===== src/rtl/multicycle_controller.sv =====
// rtl/multicycle_controller.sv - multicycle ARM-subset control unit (main FSM, ALU decode, NZCV flags, condition gating)
//
// Sequences the shared datapath (one memory, one ALU) through fetch/decode/execute steps
// for DP reg/imm, LDR/STR and B instructions.
//
// Ports:
//   clk         system clock, rising edge
//   reset       asynchronous, active-low (0 = in reset)
//   Cond/Op/Funct/Rd   instruction fields Instr[31:28]/[27:26]/[25:20]/[15:12]
//   ALUFlags    live ALU result flags {N,Z,C,V}
//   PCWrite, AdrSrc, MemWrite, IRWrite, ResultSrc, ALUControl,
//   ALUSrcA, ALUSrcB, ImmSrc, RegSrc, RegWrite   datapath controls
//   Flags       current flag register {N,Z,C,V}
module multicycle_controller #(
   parameter logic [3:0] FLAGS_RST = 4'b0000
) (
   input  logic       clk,
   input  logic       reset,
   input  logic [3:0] Cond,
   input  logic [1:0] Op,
   input  logic [5:0] Funct,
   input  logic [3:0] Rd,
   input  logic [3:0] ALUFlags,
   output logic       PCWrite,
   output logic       AdrSrc,
   output logic       MemWrite,
   output logic       IRWrite,
   output logic [1:0] ResultSrc,
   output logic [1:0] ALUControl,
   output logic [1:0] ALUSrcA,
   output logic [1:0] ALUSrcB,
   output logic [1:0] ImmSrc,
   output logic [1:0] RegSrc,
   output logic       RegWrite,
   output logic [3:0] Flags
);

   typedef enum logic [3:0] {
      S_FETCH,
      S_DECODE,
      S_MEMADR,
      S_MEMRD,
      S_MEMWB,
      S_MEMWR,
      S_EXECR,
      S_EXECI,
      S_ALUWB,
      S_BRANCH
   } state_t;

   state_t     state_q, state_d;
   logic [3:0] flags_q, flags_d;
   logic       cond_q, cond_d;

   // Raw (ungated) per-state controls
   logic       next_pc;
   logic       branch;
   logic       reg_w;
   logic       mem_w;
   logic       alu_op;
   logic       ir_write;
   logic       adr_src;
   logic [1:0] result_src;
   logic [1:0] alu_src_a;
   logic [1:0] alu_src_b;

   logic [1:0] alu_control;
   logic [1:0] flag_w;
   logic       cond_ex;
   logic       pcs;

   // Next-state logic
   always_comb begin
      state_d = S_FETCH;
      case (state_q)
         S_FETCH:  state_d = S_DECODE;
         S_DECODE: begin
            case (Op)
               2'b00:   state_d = Funct[5] ? S_EXECI : S_EXECR;
               2'b01:   state_d = S_MEMADR;
               2'b10:   state_d = S_BRANCH;
               default: state_d = S_FETCH;
            endcase
         end
         S_MEMADR: state_d = Funct[0] ? S_MEMRD : S_MEMWR;
         S_MEMRD:  state_d = S_MEMWB;
         S_EXECR:  state_d = S_ALUWB;
         S_EXECI:  state_d = S_ALUWB;
         default:  state_d = S_FETCH;
      endcase
   end

   // Per-state raw controls, decoded from the state register
   always_comb begin
      next_pc    = 1'b0;
      branch     = 1'b0;
      reg_w      = 1'b0;
      mem_w      = 1'b0;
      alu_op     = 1'b0;
      ir_write   = 1'b0;
      adr_src    = 1'b0;
      result_src = 2'b00;
      alu_src_a  = 2'b00;
      alu_src_b  = 2'b00;
      case (state_q)
         S_FETCH: begin
            ir_write   = 1'b1;
            next_pc    = 1'b1;
            alu_src_a  = 2'b01;
            alu_src_b  = 2'b10;
            result_src = 2'b10;
         end
         S_DECODE: begin
            alu_src_a  = 2'b01;
            alu_src_b  = 2'b10;
            result_src = 2'b10;
         end
         S_MEMADR: alu_src_b = 2'b01;
         S_MEMRD:  adr_src = 1'b1;
         S_MEMWB: begin
            result_src = 2'b01;
            reg_w      = 1'b1;
         end
         S_MEMWR: begin
            adr_src = 1'b1;
            mem_w   = 1'b1;
         end
         S_EXECR: alu_op = 1'b1;
         S_EXECI: begin
            alu_src_b = 2'b01;
            alu_op    = 1'b1;
         end
         S_ALUWB: reg_w = 1'b1;
         S_BRANCH: begin
            alu_src_a  = 2'b10;
            alu_src_b  = 2'b01;
            result_src = 2'b10;
            branch     = 1'b1;
         end
         default: ;
      endcase
   end

   // ALU decode; unsupported DP opcodes fall back to ADD and never touch the flags
   always_comb begin
      alu_control = 2'b00;
      flag_w      = 2'b00;
      if (alu_op) begin
         case (Funct[4:1])
            4'b0100: begin alu_control = 2'b00; flag_w = {Funct[0], Funct[0]}; end
            4'b0010: begin alu_control = 2'b01; flag_w = {Funct[0], Funct[0]}; end
            4'b0000: begin alu_control = 2'b10; flag_w = {Funct[0], 1'b0};     end
            4'b1100: begin alu_control = 2'b11; flag_w = {Funct[0], 1'b0};     end
            default: begin alu_control = 2'b00; flag_w = 2'b00;                end
         endcase
      end
   end

   // Condition check against the committed flag register
   always_comb begin
      logic n, z, c, v;
      {n, z, c, v} = flags_q;
      cond_ex = 1'b0;
      case (Cond)
         4'b0000: cond_ex = z;
         4'b0001: cond_ex = ~z;
         4'b0010: cond_ex = c;
         4'b0011: cond_ex = ~c;
         4'b0100: cond_ex = n;
         4'b0101: cond_ex = ~n;
         4'b0110: cond_ex = v;
         4'b0111: cond_ex = ~v;
         4'b1000: cond_ex = c & ~z;
         4'b1001: cond_ex = ~c | z;
         4'b1010: cond_ex = (n == v);
         4'b1011: cond_ex = (n != v);
         4'b1100: cond_ex = ~z & (n == v);
         4'b1101: cond_ex = z | (n != v);
         4'b1110: cond_ex = 1'b1;
         default: cond_ex = 1'b0;
      endcase
   end

   // cond_q is captured once per instruction in DECODE, so a flag update in EXEC
   // can never change the verdict for the instruction that produced it.
   always_comb begin
      cond_d  = (state_q == S_DECODE) ? cond_ex : cond_q;
      flags_d = flags_q;
      if (cond_q && flag_w[1]) flags_d[3:2] = ALUFlags[3:2];
      if (cond_q && flag_w[0]) flags_d[1:0] = ALUFlags[1:0];
   end

   always_ff @(posedge clk or negedge reset) begin
      if (!reset) begin
         state_q <= S_FETCH;
         flags_q <= FLAGS_RST;
         cond_q  <= 1'b0;
      end else begin
         state_q <= state_d;
         flags_q <= flags_d;
         cond_q  <= cond_d;
      end
   end

   // Write enables are masked by reset so nothing commits while it is held low
   always_comb begin
      pcs        = ((Rd == 4'hF) & reg_w) | branch;
      PCWrite    = reset & (next_pc | (pcs & cond_q));
      IRWrite    = reset & ir_write;
      RegWrite   = reset & reg_w & cond_q;
      MemWrite   = reset & mem_w & cond_q;
      AdrSrc     = adr_src;
      ResultSrc  = result_src;
      ALUControl = alu_control;
      ALUSrcA    = alu_src_a;
      ALUSrcB    = alu_src_b;
      ImmSrc     = Op;
      RegSrc     = {Op == 2'b01, Op == 2'b10};
      Flags      = flags_q;
   end

endmodule


===== config.mk =====
export PLATFORM = sky130hd
export DESIGN_NAME = multicycle_controller
export DESIGN_NICKNAME = d
export VERILOG_FILES = /design/src/rtl/multicycle_controller.sv
export SDC_FILE = /design/constraint.sdc
export NUM_CORES = 1
export LEC_CHECK = 0
export ABC_CLOCK_PERIOD_IN_PS = 4100
export CAP_MARGIN = 10
export CORE_AREA = 10 10 48 68
export DETAILED_ROUTE_END_ITERATION = 10
export DIE_AREA = 0 0 58 78
export PLACE_DENSITY = 0.82
export REMOVE_ABC_BUFFERS = 1
export SYNTH_ARGS = -nofsm -noshare
export SYNTH_HDL_FRONTEND = slang
export SYNTH_SLANG_ARGS = --single-unit

===== constraint.sdc =====
create_clock -name clk -period 4.1 [get_ports clk]
set_input_delay 0.615 -clock clk [delete_from_list [all_inputs] [get_ports clk]]
set_output_delay 0.615 -clock clk [all_outputs]
set_load 0.02 [all_outputs]

==> results of run 1 <==
==> power by group through the flow <==
stage          logic [mW]  clock network [mW]  registers [mW]
3_5_place_dp        0.472                   0           0.200
4_1_cts             0.473              0.0686           0.199
2_1_floorplan       0.267                   0           0.192
6_report            0.465              0.0654           0.200
5_1_grt             0.512              0.0737           0.210
3_3_place_gp        0.466                   0           0.201
==> worst max-delay path, cell delays in order <==
cell and delay, ns:
clkdlybuf4s50_1 0.77, nand2_1 0.16, a2111oi_2 0.39, a32o_1 0.18, clkdlybuf4s50_1 0.61
==> cells in the mapped netlist (4+ instances only) <==
library cell,instances,area [um2]
dfrtp_1,9,225
a21oi_1,6,30.0
xnor2_1,5,43.8
nand2b_1,4,25.0
mux2_1,4,45.0
nor2b_1,6,37.5
buf_2,4,20.0
nand2_1,5,18.8
nor2_1,12,45.0
nor3_1,7,35.0
==> metal layers <==
layer | vias to the layer above | wire length [um] | track usage (%)
li1 | 454 | - | -
met1 | 417 | 847 | 10.7
met2 | 24 | 1350 | 20.5
met3 | 0 | 201 | 3.91
met4 | 0 | 0 | 2.12
met5 | - | 0 | 0
==> state kept, by name (all words and copies together) (netlist names) <==
signal   count
Flags        4
cond_q       1
state_q      4
==> placed cells by master, fill, tap and decap left out, drive strengths merged <==
master	netlist	layout
and4	1	1
xor2	1	1
a2bb2oi	1	1
mux2	4	4
mux2i	2	2
nand2b	5	5
a22oi	1	1
nor4	1	1
o21ai	4	4
and3b	1	1
xnor2	5	5
a31oi	3	3
a21oi	6	6
nand4b	1	1
inv	3	3
nor3b	1	1
clkbuf	1	4
nor2	12	12
a2111oi	1	1
nand3	3	3
nand3b	3	3
clkdlybuf4s50	0	42
nor2b	6	6
nand2	6	6
a211oi	2	2
a32o	1	1
and2	1	1
o211ai	2	2
dfrtp	9	9
or2	2	2
or3	1	1
nor3	9	9
==> through the flow <==
stage / worst slack [ns] / power [mW] / cell area, um2 / utilization [%]
2_1_floorplan: 1.79 / 0.459 / 810 / -
3_5_place_dp: 0.720 / 0.672 / 1260 / 58.4
5_1_grt: 0.562 / 0.796 / 1280 / 59.6
4_1_cts: 0.714 / 0.740 / 1280 / 59.6
6_report: 0.761 / 0.730 / 1280 / 59.6
3_3_place_gp: 0.807 / 0.667 / 1260 / 58.4
==> kinds of logic after synthesis <==
| family | Yosys count |
|---|---|
| XOR/XNOR | 6 |
| multiplexers | 6 |
| buffers and inverters | 11 |
| AND/OR/NAND/NOR | 53 |
| AO/OA/AOI/OAI | 21 |
| flip-flops | 9 |
==> layout make-up <==
type | count | share of cell area, %
multi-input combinational | 86 | 44.6
timing repair buffer | 42 | 32.7
sequential | 9 | 17.5
tap | 23 | 2.24
clock buffer | 4 | 2.04
inverter | 3 | 0.876
==> how the worst max path moves through the flow <==
| stage | startpoint | endpoint | slack, ns | cells past startpoint |
|---|---|---|---|---|
| detailed placement | reset | PCWrite | 0.72 | 5 |
| global placement | reset | PCWrite | 0.81 | 5 |
| CTS | reset | PCWrite | 0.71 | 5 |
| floorplan | Funct[1] | ALUControl[1] | 1.79 | 2 |
| global route | reset | PCWrite | 0.56 | 5 |
| finish | reset | PCWrite | 0.76 | 5 |
==> run summary, run 1 <==
Setup repair after global routing left no endpoint under its margin. After synthesis, the largest family of logic cells by area is simple AND/OR/NAND/NOR gates. After clock tree synthesis, the flow added hold-fix buffers numbering 0. The run gives 0.00215 mm2 as the area of the core region.

Dividing the synthesized area by the synthesized cell count gives 8.11 um2. The hold path depth was 1. Clock skew on the completed layout was measured at 0.00272 ns. The via count of the first global-routing pass is 934, and the non-filler instance count after layout is 167.

The first TritonRoute pass finished after 4 iterations. The tree is rooted in a clkbuf_4. For the final routed database, the setup TNS stands at 0 ns.

The worst flop-to-flop path startpoint is state_q[1]. For this run, the number of Yosys warnings is 0. The endpoint class of the critical path is a primary output. The tools report the maximum root-to-sink buffer count as 2. Synthesis instantiated 40 different standard cells from the library. Number of instances in the synthesized netlist: 106. The synthesized netlist devotes 6.11% of its cell area to XOR and XNOR gates.

The number of buffers inserted by port buffering was 42; the worst slew margin relative to its limit was 68.0%. The run finished with clean final reports. The multi-input combinational cells in the finished layout cover a total of 573 um2.

For hold timing, the worst endpoint is Flags[1]. Max-cap violations in this run came to 0. The internal power is 393 uW. In this run switching power makes up 46.2% of total power. The mapped netlist covers 860 um2. For this design the total switching power over the nets is 337 uW.

Total number of clock tree sinks: 9. Once the clock tree was built, the setup fixing pass inserted 0 buffers. The number of antenna cells inserted came out at 0. TritonCTS built the clock tree. The floorplan step defined a die boundary enclosing 0.00452 mm2. Detailed routing inserted a total of 895 vias.

The combinational cell fraction of total power was 63.7%. In this run the most critical hold path is launched from Flags[1]. The number of antenna-violating nets in the routed design is 0. Setup violations remaining at the end of the flow were counted as 0. The setup path with the least slack is of type primary input to primary output. Worst slack on hold paths: 0.574 ns. The worst register-to-register path ends at Flags[3]. The count of unresolved DRC violations after routing was 0; the area growth from synthesis to final layout was 49.5%. After synthesis, flip-flops and latches occupy 26.2% of the total area. The die is 78 um tall. Once detailed placement completed, the half-perimeter wirelength came to 2.02 mm. The first-pass GRT wire length was 4.21 mm; the fraction of final layout cells with drive strength greater than 1 was 7.64%. Counting flops with an async set or reset pin after synthesis yields a share of 100%. The total CTS buffers was 3; the width of the die was 58 um.

Entering global routing, the biggest net connects 15 pins. The final net count is 167. After filler insertion, the fill cell instance count of the layout stands at 205. Summed over all layers, the global routing overflow is 0. At the later pin of the worst-skew pair, clock insertion delay measures 0.25 ns.

The final routed wirelength across all metal layers was 2.40 mm. For this run, the leading register cell type out of synthesis is dfrtp_1. The average wire length per cell after detail routing is 14.4 um, and the clock group share of total power is 9.0%. STA classifies the critical path startpoint as a primary input. The run gives 2.37 ns as the setup slack on the worst flop-to-flop path. The arrival time at the worst endpoint was 2.72 ns.

The slew at the pin with the worst max-slew slack is 0.479 ns, and the final critical path time including I/O delays and setup is 3.34 ns. Dividing total power by cell area gives a power density of 568 mW/mm2. The run gives 0.496 nW as the total leakage power.

The compound-gate portion of the synthesized area came out at 17.6%. Summing the areas of all and, or, nand and nor instances in the mapped netlist gives 35.4% of the synthesized area. Initial antenna violation count: 0. Of the total synthesized cell area, the portion taken by full adders, half adders and majority gates is 0%. The number of enable-type register cells in the synthesized netlist came out at 0. In this run, flip-flops and latches consume 27.4% of the power. The weighted congestion reported at the end of routability-driven placement came out at 0.813. For the peak supply drop, the log shows 0.000263 V.

The peak fanout along the critical path works out to 12. Dividing the detail-routed via count by the number of cells gives 5.36. The number of failing hold endpoints at the final stage is 0, and the fraction of the cycle the final worst path needs is 81.4%. Gates resized during post-CTS repair numbered 0.

The portion of synthesized area spent on multiplexers is 7.57%. In this run, placement finished with an instance count of 163. The depth of the CTS H-tree came out at 1. The run gives 21 as the cell row count. The run gives 299 MHz as the highest clock frequency the design can meet. Max-slew violation count: 0. The all-layer global routing usage came out at 10.8%. The path type of the worst min-delay path was flip-flop to flip-flop.

The data required time of the critical path is 3.48 ns. The clock transition time at the flip-flop clock pins of the worst setup and hold paths works out to 0.06 ns. First-iteration detailed-routing DRC count: 8.

For the number of top-level design ports, the log shows 43. In the final layout, flip-flops and latches occupy 225 um2. For this configuration, the core starts out at a cell density of 39.9%.

The number of flip-flops and latches in the synthesized netlist is 9, and the depth of the most critical reg-to-reg path is 5.
(Power assumes the default switching activity.)
==> run 2, diff against run 1 <==
- ABC_CLOCK_PERIOD_IN_PS: 4100 -> 3450
- CORE_AREA: 10 10 48 68 -> 10 10 49 70
- DIE_AREA: 0 0 58 78 -> 0 0 59 80
- PLACE_DENSITY: 0.82 -> 0.78
- clock period: 4.1 -> 3.45 ns (I/O delays scaled with it)
==> run 2 against run 1 <==
  * Core utilization decreased by 1.1 points
  * Routed wire length increased by 7.8%
  * Clock power increased by 21%
  * Combinational power increased by 20%
  * Global-route usage about the same
  * Die area increased by 4.3%
  * Sequential power increased by 20%
  * Sequential share of layout area decreased by 0.10 points
  * Critical path depth decreased by 1
  * Total power increased by 20%
  * Non-clock buffer count increased by 1
  * Count of clock-buffer cells in the layout unchanged
  * Largest power group unchanged
  * Highest routed layer is now met4
==> run summary, run 2 (synthesis gave the netlist of run 1 again) <==
The flow ran to the end, and the final reports show no timing, DRC or antenna violations. The worst slew margin relative to its limit came out at 67.8% (-0.16 points). The endpoint class of the critical path was a primary output.

The post-CTS resize count is 0 (unchanged), and the internal power is 468 uW (+19%). The logs give 0 (unchanged) for the initial antenna violation count and 2 (unchanged) for the maximum root-to-sink buffer count. The setup fix buffers added after clock tree synthesis came out at 0 (unchanged).

The count of unresolved DRC violations after routing came out at 0 (unchanged). The hold-fix buffer count after cts came out at 0 (unchanged). Total CTS buffers: 3 (unchanged). Kind of launch point of the worst setup path: a flip-flop. The total placed cells including tap cells is 164 (+0.61%), and the share of total power in sequential cells is 27.5% (about the same).

On the critical path the largest part of the delay comes from simple AND/OR/NAND/NOR gates. The initial core utilization was 38.9% (-0.95 points); the switching fraction of total power was 46.6% (+0.45 points). Die height: 80 um (+2.6%). Overall die area: 0.00472 mm2 (+4.3%). The final net count is 168 (+0.60%), and the combinational cell fraction of total power is 63.5% (-0.2 points). The clock group share of total power came out at 9.0% (about the same). Setup repair after global routing left no endpoint under its margin. The tools report the peak supply drop as 0.000290 V (+10%). The arrival time at the worst endpoint was 2.35 ns (-0.37 ns); the average via count per standard cell was 5.36 (about the same).

The run gives 9 (unchanged) as the total number of clock tree sinks. The via total after detailed routing is 901 (+0.67%). The area growth from synthesis to final layout came out at 50.4%.

The tools report the number of antenna-violating nets in the routed design as 0 (unchanged). The startpoint identified for the worst register-to-register timing path is state_q[1]. The final routed wirelength across all metal layers is 2.59 mm (+7.8%), and the storage element area is 225 um2 (unchanged). The number of failing hold endpoints at the final stage was 0 (unchanged); the number of detailed-routing iterations run before antenna repair was 4 (unchanged). Dividing the final minimum period by the clock period gives 83.2%. Count of fill cells added during filler insertion: 211 (+2.9%).

The tools report the final total negative setup slack as 0 ns (unchanged). The max-cap check violation count is 0 (unchanged). The depth of the most critical reg-to-reg path is 5 (unchanged). TritonCTS built the clock tree. The count of buffering cells on the critical path with inverters included came out at 1 (-1).

The data required time of the critical path came out at 2.93 ns (-0.55 ns). The area of the multi-input gates was 573 um2 (unchanged). The run gives 15 (unchanged) as the pin count of the biggest net entering global routing. The cell with the largest stage delay on the worst path was clkdlybuf4s50_1. The run gives 409 uW (+21%) as the switching power summed over all nets.

Based on the critical path, the design can be clocked at up to 348 MHz. The setup slack on the worst flop-to-flop path was 1.67 ns (-0.70 ns). For the largest clock skew in the final design, the log shows 0.0133 ns (+0.0106 ns). The tools report the non-filler instance count after layout as 168 (+0.60%). The number of setup violations in the final report is 0 (unchanged). Leaving out fill and tap cells, the most frequent cell in the layout is clkdlybuf4s50_1.

The first-pass GRT wire length was 4.17 mm (-1.0%); the fraction of final layout cells with drive strength greater than 1 was 8.28% (+0.64 points). The critical path depth in cells is 4 (-1). Clock transition time at the flip-flop clock pins of the worst setup and hold paths: 0.07 ns (about the same). The total overflow reported by the global router was 0 (unchanged).

The tightest min-delay check is of the primary input to asynchronous set/reset pin type. The depth of the CTS H-tree was 1 (unchanged). The areal power density over the cells came out at 678 mW/mm2 (+19%). The worst register-to-register path ends at Flags[2]. Max-slew violation count: 0 (unchanged). The average wire length per cell after detail routing was 15.4 um (+7.2%); the total leakage power was 0.501 nW (+0.97%).

The cell chosen for the clock root was clkbuf_4. The tools report the via count of the first global-routing pass as 882 (-5.6%). The longest individual stage delay on the worst path was 0.67 ns (-0.10 ns).

The cell row count was 21 (unchanged). For the first-iteration detailed-routing DRC count, the log shows 23 (+15). The signal on the critical path passes through nand2_2 -> or3_1 -> nor4_1 -> clkdlybuf4s50_1. For the weighted congestion reported at the end of routability-driven placement, the log shows 0.820 (+0.91%). The number of antenna cells inserted was 0 (unchanged). The width of the die was 59 um (+1.7%); the slew at the pin with the worst max-slew slack was 0.483 ns (+0.00389 ns).

The library cells used most frequently in the layout, excluding fill and tap cells, are clkdlybuf4s50_1, nor2_1, dfrtp_1, nor3_1. The run gives 0.00221 mm2 (+2.4%) as the area of the core region. The estimated wirelength of the detail-placed design was 2.17 mm (+7.0%); the number of buffers inserted by port buffering was 42 (unchanged). Number of top-level design ports: 43 (unchanged).

The all-layer global routing usage is 10.8% (-0.021 points), and the final critical path time including I/O delays and setup is 2.87 ns. Kind of critical path: flip-flop to primary output. The clock latency at the later pin of the worst-skew pair was 0.26 ns (about the same); the peak fanout along the critical path was 14 (+2).
[run 2: cell type report]
| cell class | count | share of cell area (%) |
|---|---|---|
| Sequential cell | 9 | 17.4 |
| Clock buffer | 4 | 2.03 |
| Multi-Input combinational cell | 86 | 44.3 |
| Tap cell | 23 | 2.23 |
| Timing Repair Buffer | 43 | 33.1 |
| Inverter | 3 | 0.871 |
[run 2: routing by layer]
metal  part of all wire [%]  GRT usage, %  vias up
met5                      0             0        -
met4                   0.93          2.53        0
met3                    7.8          3.98        2
met2                     53          21.0       32
met1                     39          10.0      412
li1                       -             -      455
[run 2: worst register-to-register path: cells and delay by family (launching register included)]
family | cells | cell delay [ns]
mux | 1 | 0.35
flops | 1 | 0.64
compound gates | 1 | 0.25
simple gates | 3 | 0.41
[run 2: through the flow]
step | setup WS (ns) | cell area, um2 | hold WS, ns | power (mW) | utilization (%)
after floorplan | 1.24 | 810 | 0.222 | 0.546 | -
after global placement | 0.664 | 1270 | 0.561 | 0.789 | 57.4
after detailed placement | 0.656 | 1270 | 0.562 | 0.807 | 57.4
after CTS | 0.582 | 1290 | 0.573 | 0.888 | 58.6
after global routing | 0.374 | 1290 | 0.590 | 0.950 | 58.6
final | 0.580 | 1290 | 0.567 | 0.876 | 58.6
[run 2: power groups by stage]
stage               logic, mW  registers [mW]  clock network [mW]
global route            0.606           0.254              0.0907
detailed placement      0.565           0.242                   0
global placement        0.553           0.237                   0
finish                  0.556           0.241              0.0793
floorplan               0.317           0.228                   0
CTS                     0.566           0.239              0.0827
[run 2: worst max-delay path by stage]
stage,startpoint,endpoint
6_report,state_q[1],ALUControl[1]
5_1_grt,state_q[1],ALUControl[1]
4_1_cts,state_q[1],ALUControl[1]
3_5_place_dp,reset,PCWrite
3_3_place_gp,Funct[1],ALUControl[1]
2_1_floorplan,state_q[1],ALUControl[1]
==> run 3, diff against run 2 <==
- ABC_CLOCK_PERIOD_IN_PS: 3450 -> 2350
- CORE_AREA: 10 10 49 70 -> 10 10 51 73
- DIE_AREA: 0 0 59 80 -> 0 0 61 83
- PLACE_DENSITY: 0.78 -> 0.74
- clock period: 3.45 -> 2.35 ns (I/O delays scaled with it)
==> run 3 against run 2 <==
  * Cell area up 4.0%
  * Sequential share of layout area down 0.39 points
  * Core utilization down 3.1 points
  * Non-clock buffer count up 5
  * Sequential cell count unchanged
  * Die area up 7.3%
==> run summary, run 3 (synthesis gave the netlist of run 1 again) <==
The first-pass GRT wire length is 4.09 mm (-1.8%), and the final routed wirelength across all metal layers is 2.51 mm (-2.9%). The first-iteration detailed-routing DRC count was 15 (-35%); the cell area after layout was 0.00134 mm2 (+4.0%). The cell with the largest stage delay on the worst path was clkdlybuf4s50_1.

The run gives 43 (unchanged) as the number of top-level design ports. Setup repair after global routing left no endpoint under its margin. The average via count per standard cell came out at 5.39 (+0.41%). The cell with the most instances on the worst path was clkdlybuf4s50_1. The weighted congestion reported at the end of routability-driven placement was 0.815 (-0.63%); the total leakage power was 0.573 nW (+14%).

The total overflow reported by the global router came out at 0 (unchanged). The tree is rooted in a clkbuf_4. The path class of the tightest hold or removal check is primary input to asynchronous set/reset pin. The final critical path time including I/O delays and setup is 2.27 ns. The number of failing hold endpoints at the final stage was 0 (unchanged). The areal power density over the cells came out at 974 mW/mm2 (+44%). The all-layer global routing usage was 9.92% (-0.88 points). The tools report the kind of launch point of the worst setup path as a primary input. The flow ran to the end, and the final reports show no timing, DRC or antenna violations. The logs give 932 (+5.7%) for the via count of the first global-routing pass and 1.91 ns (-0.44 ns) for the arrival time at the worst endpoint. The count of fill cells added during filler insertion is 245 (+16%). The run gives 0 (unchanged) as the initial antenna violation count. The number of buffers inserted by port buffering was 42 (unchanged); the die height was 83 um (+3.8%). The hold-fix buffer count after cts is 0 (unchanged). The maximum root-to-sink buffer count is 2 (unchanged).

The peak supply drop is 0.000421 V (+45%), and the average wire length per cell after detail routing is 14.4 um (-6.3%). The run gives 0 (unchanged) as the max-slew violation count. TritonCTS built the clock tree.

The initial core utilization came out at 35.5% (-3.5 points). The number of setup violations in the final report is 0 (unchanged). Cell row count: 22 (+4.8%). The run gives 2.00 ns (-0.93 ns) as the data required time of the critical path. The total CTS buffers was 3 (unchanged). The run gives 0.00506 mm2 (+7.3%) as the overall die area. The tools report the highest clock frequency the design can meet as 441 MHz. Dividing the final minimum period by the clock period gives 96.4%. The tools report the total placed cells including tap cells as 170 (+3.7%). The max-cap check violation count was 0 (unchanged).

The endpoint class of the critical path is a primary output. The run gives 9 (unchanged) as the total number of clock tree sinks. The logs give 1 (unchanged) for the depth of the CTS H-tree and 174 (+3.6%) for the non-filler instance count after layout. The slew at the pin with the worst max-slew slack was 0.304 ns (-0.179 ns); the number of detailed-routing iterations run before antenna repair was 4 (unchanged).

The final net count came out at 173 (+3.0%). The longest individual stage delay on the worst path works out to 0.61 ns (-0.06 ns). The library cell used most frequently in the layout, excluding fill and tap cells, is clkdlybuf4s50_1. The peak fanout along the critical path is 2 (-12). The worst slew margin relative to its limit is 79.6% (+12 points). The post-route core utilization was 55.5% (-3.1 points); the number of antenna cells inserted was 0 (unchanged). The critical path goes through clkdlybuf4s50_1 -> or3_1 -> nor2_1 -> clkdlybuf4s50_1.

The width of the die came out at 61 um (+3.4%). The area growth from synthesis to final layout was 56.3%. The fraction of final layout cells with drive strength greater than 1 was 14.0% (+5.7 points); the area of the core region was 0.00242 mm2 (+9.8%). The largest clock skew in the final design was 0.00530 ns (-0.00799 ns).

Leaving out fill and tap cells, the most frequent cells in the layout are clkdlybuf4s50_1, nor2_1, nor3_1. The pin count of the biggest net entering global routing is 12 (-3). The clock transition time at the flip-flop clock pins of the worst setup and hold paths is 0.06 ns (about the same).

The via total after detailed routing was 937 (+4.0%). For the count of unresolved DRC violations after routing, the log shows 0 (unchanged). The estimated wirelength of the detail-placed design was 2.17 mm (+0.22%); the setup fix buffers added after clock tree synthesis was 0 (unchanged). The clock latency at the later pin of the worst-skew pair is 0.26 ns (about the same). Number of antenna-violating nets in the routed design: 0 (unchanged).

The kind of critical path was primary input to primary output. The run gives 0.00131 mm2 (+3.1%) as the total cell area at the placement stage.
## run 3: path summary, 6_finish.rpt
path                       startpoint            end  slack (ns)  depth (start not counted)
setup reg to reg           state_q[2]       Flags[2]        0.88                          5
setup / recovery             Funct[1]  ALUControl[0]        0.08                          4
min in group clk           state_q[3]     state_q[3]        0.54                          1
hold reg to reg            state_q[3]     state_q[3]        0.54                          1
max in group asynchronous       reset     state_q[2]        1.76                          2
hold / removal                  reset         cond_q        0.42                          2
## run 3: per-layer routing
metal	routed length (um)	vias up	global-route usage [%]
li1	-	464	-
met1	947	440	9.76
met2	1320	29	17.3
met3	185	4	2.13
met4	61	0	6.19
met5	0	-	0
## run 3: power by group
part           total, mW  switching (mW)  leakage (nW)  internal [mW]
Combinational      0.865           0.439         0.441          0.426
Clock              0.117          0.0540        0.0177         0.0627
Sequential         0.327           0.111         0.115          0.216
## run 3: what timing repair did
item	CTS	global route
resized for setup	2	7
endpoints found under the setup margin	2	7
cloned	0	0
## run 3: worst max-delay path, delay by kind of cell
| kind | cells | cell delay (ns) |
|---|---|---|
| buf+inv | 2 | 1.04 |
| simple gates | 2 | 0.51 |
## run 3: layout make-up
class                      count  area [um2]  area share, %
multi-input combinational     86         573           42.6
timing repair buffer          48         473           35.2
sequential                     9         229           17.0
tap                           24        30.0           2.23
clock buffer                   3        22.5           1.68
inverter                       3        11.3          0.838
clock inverter                 1        5.00          0.372
## run 3: stage by stage
step	TNS, ns	power, mW	setup WS (ns)	hold slack [ns]
global placement	-0.167	1.20	-0.101	0.516
floorplan	0	0.801	0.306	0.0569
finish	0	1.31	0.0834	0.419
global route	0	1.42	0.000880	0.440
detailed placement	-0.213	1.22	-0.125	0.524
CTS	0	1.33	0.00600	0.413
